==> src/rtl/seqdet_pkg_311.sv <==
// Shared types and constants for the round-robin serial pattern detector.
package seqdet_pkg_311;

   typedef enum logic [1:0] {
      ST_IDLE   = 2'd0,
      ST_GRANT  = 2'd1,
      ST_STREAM = 2'd2,
      ST_DONE   = 2'd3
   } state_e;

   typedef logic req_id_t;

   // Power-on pattern; the top keeps only the low PAT_W bits.
   localparam logic [7:0] PAT_RST = 8'b0000_1011;

endpackage

==> src/rtl/seqdet_core_311.sv <==
// Serial pattern matcher: bit window, fill count, compare, Mealy hit and match counter.
// Macro SEQDET_OVERLAP_EN keeps the window history after a hit (overlapping matches).
module seqdet_core_311
   import seqdet_pkg_311::*;
#(
   parameter int PAT_W = 4,
   parameter int CNT_W = 5
) (
   input  logic             clk,
   input  logic             rst_n,
   input  logic             clear,
   input  logic             accept,
   input  logic             bit_in,
   input  logic [PAT_W-1:0] pattern,
   output logic             hit,
   output logic [CNT_W-1:0] count
);

   localparam int FILL_W = $clog2(PAT_W);
   localparam logic [FILL_W-1:0] FILL_MAX = FILL_W'(PAT_W - 1);

   logic [PAT_W-1:0]  win_q, win_d, cand;
   logic [FILL_W-1:0] fill_q, fill_d;
   logic [CNT_W-1:0]  count_q, count_d;

   always_comb begin
      cand    = {win_q[PAT_W-2:0], bit_in};
      hit     = accept && (fill_q == FILL_MAX) && (cand == pattern);
      win_d   = win_q;
      fill_d  = fill_q;
      count_d = count_q;
      if (clear) begin
         win_d   = '0;
         fill_d  = '0;
         count_d = '0;
      end else if (accept) begin
         win_d = cand;
         if (fill_q != FILL_MAX) begin
            fill_d = fill_q + FILL_W'(1);
         end
         if (hit) begin
            if (count_q != '1) begin
               count_d = count_q + CNT_W'(1);
            end
`ifdef SEQDET_OVERLAP_EN
            fill_d = fill_d;
`else
            // A match consumes its bits: the next match must be built from fresh bits.
            fill_d = '0;
`endif
         end
      end
   end

   always_ff @(posedge clk or negedge rst_n) begin
      if (!rst_n) begin
         win_q   <= '0;
         fill_q  <= '0;
         count_q <= '0;
      end else begin
         win_q   <= win_d;
         fill_q  <= fill_d;
         count_q <= count_d;
      end
   end

   assign count = count_q;

endmodule

==> src/rtl/seqdet_arb_311.sv <==
// Two-requester round-robin frame arbiter feeding a serial pattern detector.
// Macro SEQDET_OVERLAP_EN (in seqdet_core_311) selects overlapping detection.
module seqdet_arb_311
   import seqdet_pkg_311::*;
#(
   parameter int PAT_W     = 4,
   parameter int FRAME_LEN = 16,
   parameter int CNT_W     = 5
) (
   input  logic             clk_311,
   input  logic             rst_311,
   input  logic             cfg_we_311,
   input  logic [PAT_W-1:0] cfg_pat_311,
   output logic             cfg_busy_311,
   input  logic [1:0]       req_311,
   input  logic [1:0]       bit_vld_311,
   input  logic [1:0]       bit_311,
   output logic [1:0]       gnt_311,
   output logic             hit_311,
   output logic             done_311,
   output logic             done_id_311,
   output logic             abort_311,
   output logic [CNT_W-1:0] match_cnt_311
);

   localparam int ACC_W = $clog2(FRAME_LEN + 1);
   localparam logic [ACC_W-1:0] LAST_BIT = ACC_W'(FRAME_LEN - 1);

   state_e           state_q, state_d;
   req_id_t          id_q, id_d, ptr_q, ptr_d, winner;
   logic [PAT_W-1:0] pat_q, pat_d;
   logic [ACC_W-1:0] acc_q, acc_d;
   logic             abort_q, abort_d, pend_q, pend_d;
   logic             clear, accept, sel_bit;

   always_comb begin
      state_d      = state_q;
      id_d         = id_q;
      ptr_d        = ptr_q;
      pat_d        = pat_q;
      acc_d        = acc_q;
      abort_d      = abort_q;
      pend_d       = pend_q;
      clear        = 1'b0;
      accept       = 1'b0;
      gnt_311      = 2'b00;
      cfg_busy_311 = 1'b1;
      done_311     = 1'b0;
      done_id_311  = 1'b0;
      abort_311    = 1'b0;
      sel_bit      = bit_311[id_q];
      winner       = (req_311 == 2'b11) ? ptr_q : req_311[1];
      case (state_q)
         ST_IDLE: begin
            cfg_busy_311 = 1'b0;
            if (cfg_we_311) begin
               pat_d = cfg_pat_311;
            end
            if (|req_311) begin
               id_d    = winner;
               state_d = ST_GRANT;
            end
         end
         ST_GRANT: begin
            clear   = 1'b1;
            acc_d   = '0;
            pend_d  = 1'b0;
            abort_d = 1'b0;
            state_d = ST_STREAM;
         end
         ST_STREAM: begin
            // Once the requester has dropped, the grant is withdrawn and the frame closes.
            if (!pend_q) begin
               gnt_311[id_q] = 1'b1;
               accept        = bit_vld_311[id_q];
            end
            if (accept) begin
               acc_d = acc_q + ACC_W'(1);
               if (acc_q == LAST_BIT) begin
                  abort_d = 1'b0;
                  state_d = ST_DONE;
               end else if (!req_311[id_q]) begin
                  pend_d = 1'b1;
               end
            end else if (pend_q || !req_311[id_q]) begin
               abort_d = 1'b1;
               state_d = ST_DONE;
            end
         end
         ST_DONE: begin
            done_311    = 1'b1;
            done_id_311 = id_q;
            abort_311   = abort_q;
            ptr_d       = ~id_q;
            state_d     = ST_IDLE;
         end
         default: state_d = ST_IDLE;
      endcase
   end

   always_ff @(posedge clk_311 or negedge rst_311) begin
      if (!rst_311) begin
         state_q <= ST_IDLE;
         id_q    <= 1'b0;
         ptr_q   <= 1'b0;
         pat_q   <= PAT_RST[PAT_W-1:0];
         acc_q   <= '0;
         abort_q <= 1'b0;
         pend_q  <= 1'b0;
      end else begin
         state_q <= state_d;
         id_q    <= id_d;
         ptr_q   <= ptr_d;
         pat_q   <= pat_d;
         acc_q   <= acc_d;
         abort_q <= abort_d;
         pend_q  <= pend_d;
      end
   end

   seqdet_core_311 #(
      .PAT_W (PAT_W),
      .CNT_W (CNT_W)
   ) u_core (
      .clk     (clk_311),
      .rst_n   (rst_311),
      .clear   (clear),
      .accept  (accept),
      .bit_in  (sel_bit),
      .pattern (pat_q),
      .hit     (hit_311),
      .count   (match_cnt_311)
   );

endmodule

==> config.mk <==
export PLATFORM = sky130hd
export DESIGN_NAME = seqdet_arb_311
export DESIGN_NICKNAME = d
export VERILOG_FILES = /design/src/rtl/seqdet_pkg_311.sv /design/src/rtl/seqdet_core_311.sv /design/src/rtl/seqdet_arb_311.sv
export SDC_FILE = /design/constraint.sdc
export NUM_CORES = 1
export LEC_CHECK = 0
export ABC_AREA = 1
export BUFFER_PORTS_ARGS = -buffer_cell sky130_fd_sc_hd__buf_2
export CAP_MARGIN = 0
export CORE_ASPECT_RATIO = 2
export CORE_UTILIZATION = 40
export CTS_CLUSTER_DIAMETER = 120
export CTS_CLUSTER_SIZE = 16
export DETAILED_ROUTE_END_ITERATION = 12
export HOLD_SLACK_MARGIN = 0.1
export PLACE_DENSITY = 0.7
export SKIP_CTS_REPAIR_TIMING = 1
export SLEW_MARGIN = 5
export SYNTH_ARGS = -nofsm -noshare
export SYNTH_HDL_FRONTEND = slang
export SYNTH_HIERARCHICAL = 1
export SYNTH_SLANG_ARGS = --single-unit
export TNS_END_PERCENT = 100
==> constraint.sdc <==
create_clock -name clk_311 -period 1.9 [get_ports clk_311]
set_input_delay 0 -clock clk_311 [delete_from_list [all_inputs] [get_ports clk_311]]
set_output_delay 0 -clock clk_311 [all_outputs]
set_load 0.01 [all_outputs]
==> results.md, run 1 <==
- Buffers from clock root to sink, at most: 2
- Starting Density: 0.423
- Antenna fix cells: 0
- Final period utilization: 0.913
- Comb power frac: 0.508
- Delay of the slowest cell on the worst path: 0.50 ns
- Starting DRT DRC Count: 20
- HPWL after detailed placement: 2420 um
- Vias: 1284
- Row count: 31
- Final sum of negative setup slack: 0 ns
- Wire length of the first global-routing pass: between 5000 and 6000 um
- Number of max-capacitance violations reported: 0
- TritonCTS clock tree: yes
- DRC: 0
- Worst Slack Setup Final: 0.166 ns
- Sequential cell fraction of total power: 0.366
- Horizontal extent of the die: 45.9 um
- Clock root buffer: clkbuf_8
- Clock period minus final worst setup slack: 1.73 ns
- Die area: 4130 um2
- Cell repeated most along the worst path: nand2_1
- Worst-case setup slack after placement: approximately 0.15 ns
- Most common flop cell mapped by yosys: dfrtp_1
- Die span in y: between 80 and 90 um
- Drt wl/cell: 11.0 um
- Final hold viol count: 0
- Worst slew slack as a fraction of its limit: 0.624
- Minimum hold slack: 0.100 ns
- Syn Nets: 213
- Mapped cell area: about 1500 um2
- Max-slew violation total from the final report: 0
- CTS sink count: 25
- Pin count of the biggest net entering global routing: 26
- Internal Power: 1430 uW
- Synth warn: 6
- I/O Pins: 25
- Via count of the first global-routing pass: 1274
- Share of async-settable or async-resettable flops after synthesis: 1.00
- Number of setup violations in the final report: 0
- Post-synthesis area per instance: 8.08 um2
- Cell with the largest stage delay on the worst path: dfrtp_2
- Buffering stage count on the worst path with inverters included: 5
- Number of enable-type register cells in the synthesized netlist: 0
- Placer congestion estimate: 0.795
- Remaining antenna violation count: 0
- Transition time of the tightest slew-check pin: roughly 0.56 ns
- Commonest non-fill, non-tap cells in the layout: nand2_1, inv_1, buf_2
- Static Leak: approximately 0.001 uW
- Synth Register Bits: 25
- Power density cells: between 1000 and 1500 nW/um2
- Sequential share of the synthesized area: 0.408
- Number of distinct library cell variants in the gate-level netlist after synthesis: 26
- Final Cell Area: 1850 um2
- Max FO, Critical Path: 8
- Worst endpoint data arrival time: 1.73 ns
- Clock power share: 0.126
- Most frequent standard cell in the layout excluding fill and tap cells: nand2_1
- Number of vias per cell after detailed routing: 4.64
- Ordered cell list for the critical path: inv_6 > nand2_4 > nand2_4 > nand3_4 > inv_2 > nand2_1 > inv_1 > nand2_1 > nor2_2 > nand2_1 > inv_1 > buf_2
- Non-Filler Instances: 277
- Fin Clk Skew: 0.00185 ns
- Max Clk Rate: 577 MHz
- Crit path required time: 1.90 ns
- Overall overflow remaining after global route: 0
- All-Layer GR Usage: 0.174
- Highest ir drop seen on vdd: between 0.7 and 0.8 mV
- Setup Crit Path Kind: reg2out
- Final WL: 3060 um
- Type of the most critical hold path: in2reg
- Number of nets at the end of the flow: approximately 250
- Switching power: 1110 uW
- Result of the run: finished clean
- Total placed cells including tap cells: 264
- Synthesis-to-finish area growth: 19.8%
- CP Launch Type: flop
- Number of buffer cells added on primary ports: 24
- Placeable core area: 3650 um2
- Kind of cell adding the most delay to the critical path: simple AND/OR/NAND/NOR gates
- Clock buffer count from CTS: 3
- Clock transition at the register clock pins on the worst setup and hold paths after CTS: 0.08 ns
- Number of antenna violations at the first check in global routing: 0
- Kind of end point of the critical path: output port
- Count of mapped cells out of synthesis: ~190
- Share of layout cells above drive strength 1: 0.272
- Htree depth: 1
- Total iterations of the first detailed-routing run: 4
- Cell area reported after detailed placement: 1720 um2
- Switching part of the total power: 0.436
- Clock insertion delay at the later pin of the skew report: 0.27 ns
==> cells by family after synthesis <==
group                    after synthesis  synth area share
multiplexers                           4            0.0292
XOR/XNOR                               3            0.0170
buffers and inverters                 34            0.0956
AND/OR/NAND/NOR                      102             0.327
adder cells (fa/ha/maj)                9            0.0729
flip-flops                            25             0.408
AO/OA/AOI/OAI                         14            0.0510
==> worst register-to-register path, stage by stage (launching register included) <==
cell and delay, ns:
dfrtp_2 0.50, inv_6 0.10, nand2_4 0.05, nand2_4 0.08, nand3_4 0.12, inv_2 0.09
nand2_1 0.05, inv_1 0.05, nand2_1 0.05, nor2_2 0.13, nand2_1 0.09, nand2_1 0.10
nand2_1 0.08, nand2_1 0.06, nand2_1 0.04
==> cell type report <==
| type | instances | area (um2) |
|---|---|---|
| repair buffers | 35 | 218 |
| clock buffers | 4 | 45.0 |
| well taps | 49 | 61.3 |
| fillers | 383 | 1800 |
| flip-flops and latches | 25 | 631 |
| multi-input cells | 132 | 769 |
| inverters | 32 | 125 |
==> path summary, 6_finish.rpt <==
check	startpoint	endpoint	slack, ns	cells after the start
worst max-delay path	id_q	hit_311	0.17	12
worst min-delay path	bit_311[0]	u_core/win_q[0]	0.10	5
worst max register to register	id_q	u_core/fill_q[1]	0.23	14
worst min register to register	u_core/fill_q[1]	u_core/fill_q[1]	0.48	2
max in group asynchronous	rst_311	id_q	1.24	2
min in group asynchronous	rst_311	u_core/count[1]	0.25	2
==> flip-flops by register name, indices dropped and copies added, names as in the netlist <==
signal         count
u_core/win_q       3
state_q            2
ptr_q              1
u_core/count       5
id_q               1
pend_q             1
u_core/fill_q      2
acc_q              5
abort_q            1
pat_q              4
==> stage by stage <==
| step | power [uW] | util |
|---|---|---|
| floorplan | 1880 | - |
| global placement | 2170 | 0.471 |
| detailed placement | 2180 | 0.471 |
| CTS | 2510 | 0.484 |
| global route | 2780 | 0.507 |
| finish | 2540 | 0.507 |
==> metal layers <==
layer / routed length (um) / global-route usage
met1: 1160 / 0.171
met2: 1750 / 0.323
met3: 73 / 0.0181
met4: 72 / 0.0882
met5: 0 / 0
==> power by group through the flow <==
stage | logic [uW] | clock network, uW | registers (uW)
2_1_floorplan | 986 | 0 | 889
3_3_place_gp | 1230 | 0 | 940
3_5_place_dp | 1240 | 0 | 945
6_report | 1290 | 320 | 930
4_1_cts | 1240 | 328 | 935
5_1_grt | 1470 | 345 | 961
==> synth_stat cells (4+ instances only) <==
cell type / count / share of area
dfrtp_1: 22 / 0.36
nor2_1: 14 / 0.034
o21ai_0: 6 / 0.019
nand2_2: 4 / 0.016
o22ai_1: 4 / 0.016
nand2_1: 52 / 0.13
ha_1: 9 / 0.073
nand2_4: 5 / 0.036
nand3_1: 14 / 0.045
inv_1: 29 / 0.070
mux2_2: 4 / 0.029
Note: power is estimated with default switching activity, not from simulation.
==> inputs of run 2 (changes only) <==
--- a/config.mk
+++ b/config.mk
@@ -6,7 +6,7 @@
 export NUM_CORES = 1
 export LEC_CHECK = 0
 export ABC_AREA = 1
-export BUFFER_PORTS_ARGS = -buffer_cell sky130_fd_sc_hd__buf_2
+export BUFFER_PORTS_ARGS = -buffer_cell sky130_fd_sc_hd__buf_4
 export CAP_MARGIN = 0
 export CORE_ASPECT_RATIO = 2
 export CORE_UTILIZATION = 40
@@ -19,6 +19,5 @@
 export SLEW_MARGIN = 5
 export SYNTH_ARGS = -nofsm -noshare
 export SYNTH_HDL_FRONTEND = slang
-export SYNTH_HIERARCHICAL = 1
 export SYNTH_SLANG_ARGS = --single-unit
 export TNS_END_PERCENT = 100
==> run 2 against run 1 <==
  * Clock skew grew 0.0019 ns
  * First-iteration DRC count grew 55%
  * Global-route usage grew 1.5 points
  * Critical path depth shrank 3
  * Clock-buffer cell count shrank 1
  * Via count grew 4.8%
  * Utilization grew 0.094 points
  * Die area shrank 3.1%
  * Sequential cell count is the same
  * Synthesized cell count grew 2.6%
  * Non-clock buffer count shrank 5
==> results.md, run 2 <==
- Result of the run: finished clean
- Ordered cell list for the critical path: inv_1 > ha_2 > inv_2 > nor2_1 > inv_1 > nand2_1 > nand2_1 > o21ai_0 > a21oi_1
- Max FO, Critical Path: 9
- Delay of the slowest cell on the worst path: roughly 0.42 ns
- Count of mapped cells out of synthesis: 196
- Sequential cell fraction of total power: 0.378
- Count leader, synth: nand2_1
- Internal Power: 1280 uW
- Synth Register Bits: 25
- Switching power: 990 uW
- Drt wl/cell: 11.5 um
- Post-synthesis area per instance: 7.62 um2
- Crit path required time: slightly above 2 ns
- Number of distinct library cell variants in the gate-level netlist after synthesis: 26
- Pin count of the biggest net entering global routing: 26
- Max Clk Rate: 595 MHz
- Starting Density: 0.414
- Minimum hold slack: roughly 0.083 ns
- Number of nets at the end of the flow: 252
- Wire length of the first global-routing pass: 5620 um
- Antenna fix cells: 0
- Most frequent standard cell in the layout excluding fill and tap cells: nand2_1
- Cell type with the highest aggregate area in the netlist: dfrtp_1
- Placeable core area: between 3000 and 4000 um2
- Switching part of the total power: 0.436
- Synth warn: 0
- Fin Clk Skew: 0.00373 ns
- Buffering stage count on the worst path with inverters included: 3
- Main area contributors after synthesis: dfrtp_1, nand2_1, inv_1
- Number of antenna violations at the first check in global routing: 0
- Buffers from clock root to sink, at most: 2
- Final period utilization: 0.885
- Worst-case setup slack after placement: 0.166 ns
- Clock buffer count from CTS: 3
- Most common flop cell mapped by yosys: dfrtp_1
- Share of async-settable or async-resettable flops after synthesis: 1.00
- CTS sink count: 25
- Max-slew violation total from the final report: 0
- Worst r2r src: state_q[1]
- Highest ir drop seen on vdd: 0.685 mV
- Syn Nets: 218
- HPWL after detailed placement: 2560 um
- Comb power frac: 0.484
- Mapped cell area: 1490 um2
- Number of buffer cells added on primary ports: 24
- Number of enable-type register cells in the synthesized netlist: 0
- Cell with the largest stage delay on the worst path: dfrtp_1
- Clock root buffer: clkbuf_8
- Share of layout cells above drive strength 1: 0.188
- Die area: 4000 um2
- Static Leak: 0.000987 uW
- Clock insertion delay at the later pin of the skew report: 0.27 ns
- Non-Filler Instances: 278
- Starting DRT DRC Count: 31
- All-Layer GR Usage: 0.189
- Die span in y: 88.4 um
- Setup Crit Path Kind: reg2reg
- Register-to-register setup slack: 0.22 ns
- Worst Slack Setup Final: 0.219 ns
- Total iterations of the first detailed-routing run: 5
- Synthesis-to-finish area growth: 22.7%
- Overall overflow remaining after global route: 0
- Setup repair after global routing missed its margin: no
- Origin of the worst min-delay path: req_311[0]
- Remaining antenna violation count: 0
- Placer congestion estimate: just over 0.8
- Kind of end point of the critical path: flop
- Commonest non-fill, non-tap cells in the layout: nand2_1, inv_1, buf_4
- Row count: 31
- Sink of the worst hold path: id_q
- Clock transition at the register clock pins on the worst setup and hold paths after CTS: 0.09 ns
- Worst slew slack as a fraction of its limit: 0.778
- Hold Path Stages: 4
- Depth of the worst register-to-register path: 9
- Final WL: 3190 um
- Sequential share of the synthesized area: 0.421
- Final hold viol count: 0
- I/O Pins: 25
- Most used standard cells in the synthesized netlist: nand2_1, inv_1, dfrtp_1
- TritonCTS clock tree: yes
- Number of vias per cell after detailed routing: 4.84
- Number of setup violations in the final report: 0
- Transition time of the tightest slew-check pin: 0.333 ns
- Horizontal extent of the die: 45.2 um
- Clock power share: 0.139
- Vias: 1346
- Number of max-capacitance violations reported: 0
- Final sum of negative setup slack: 0 ns
- Total placed cells including tap cells: approximately 270
- Htree depth: 1
- DRC: 0
- Clock period minus final worst setup slack: 1.68 ns
- Power density cells: about 1200 nW/um2
- Worst endpoint data arrival time: 1.84 ns
- Terminus of the critical flop-to-flop path: acc_q[3]
- Type of the most critical hold path: in2reg
- Via count of the first global-routing pass: roughly 1400
- Post-synth top area share: 0.369
- Kind of cell adding the most delay to the critical path: simple AND/OR/NAND/NOR gates
- CP Launch Type: flop
[run 2: layer usage]
layer / GRT usage / vias to the layer above / wire [um]
li1: - / 684 / -
met1: 0.192 / 643 / 1220
met2: 0.373 / 15 / 1880
met3: 0.0184 / 4 / 40
met4: 0.0661 / 0 / 48
met5: 0 / - / 0
[run 2: cells by family after synthesis]
logic type,count (synthesis),share of synthesized area
buffers and inverters,34,0.0921
and+or+nand+nor,104,0.312
adders and majority gates,9,0.0754
xor gates and xnor gates,4,0.0235
DFF,25,0.421
AOI/OAI and AO/OA,19,0.0678
muxes,1,0.00754
[run 2: worst max path at each step]
stage	startpoint	slack (ns)	cells past startpoint	end
final	state_q[1]	0.22	9	acc_q[3]
after global routing	state_q[1]	0.02	9	acc_q[3]
after CTS	state_q[1]	0.15	9	acc_q[3]
after detailed placement	state_q[1]	0.17	9	acc_q[3]
after global placement	state_q[1]	0.23	9	acc_q[3]
after floorplan	state_q[1]	0.42	9	acc_q[3]
[run 2: power groups by stage]
| stage | sequential, uW | combinational [uW] | clock, uW |
|---|---|---|---|
| after floorplan | 814 | 829 | 0 |
| after global placement | 865 | 1080 | 0 |
| after detailed placement | 871 | 1100 | 0 |
| after CTS | 861 | 1100 | 325 |
| after global routing | 881 | 1270 | 338 |
| final | 858 | 1100 | 315 |
[run 2: through the flow]
| step | area, um2 | utilization | power, uW |
|---|---|---|---|
| after floorplan | 1490 | - | 1640 |
| after global placement | 1720 | 0.478 | 1950 |
| after detailed placement | 1720 | 0.478 | 1970 |
| after CTS | 1770 | 0.491 | 2290 |
| after global routing | 1830 | 0.508 | 2490 |
| final | 1830 | 0.508 | 2270 |
[run 2: area by class of cell]
class / count / area (um2)
Tap cell: 49 / 61.3
Clock buffer: 3 / 41.3
Sequential cell: 25 / 629
Multi-Input combinational cell: 137 / 729
Clock inverter: 1 / 5.00
Inverter: 33 / 126
Fill cell: 376 / 1770
Timing Repair Buffer: 30 / 240
[run 2: worst min-delay path, delay by kind of cell]
family | cells | cell delay [ns]
buffers and inverters | 2 | 0.12
AOI/OAI and AO/OA | 2 | 0.20
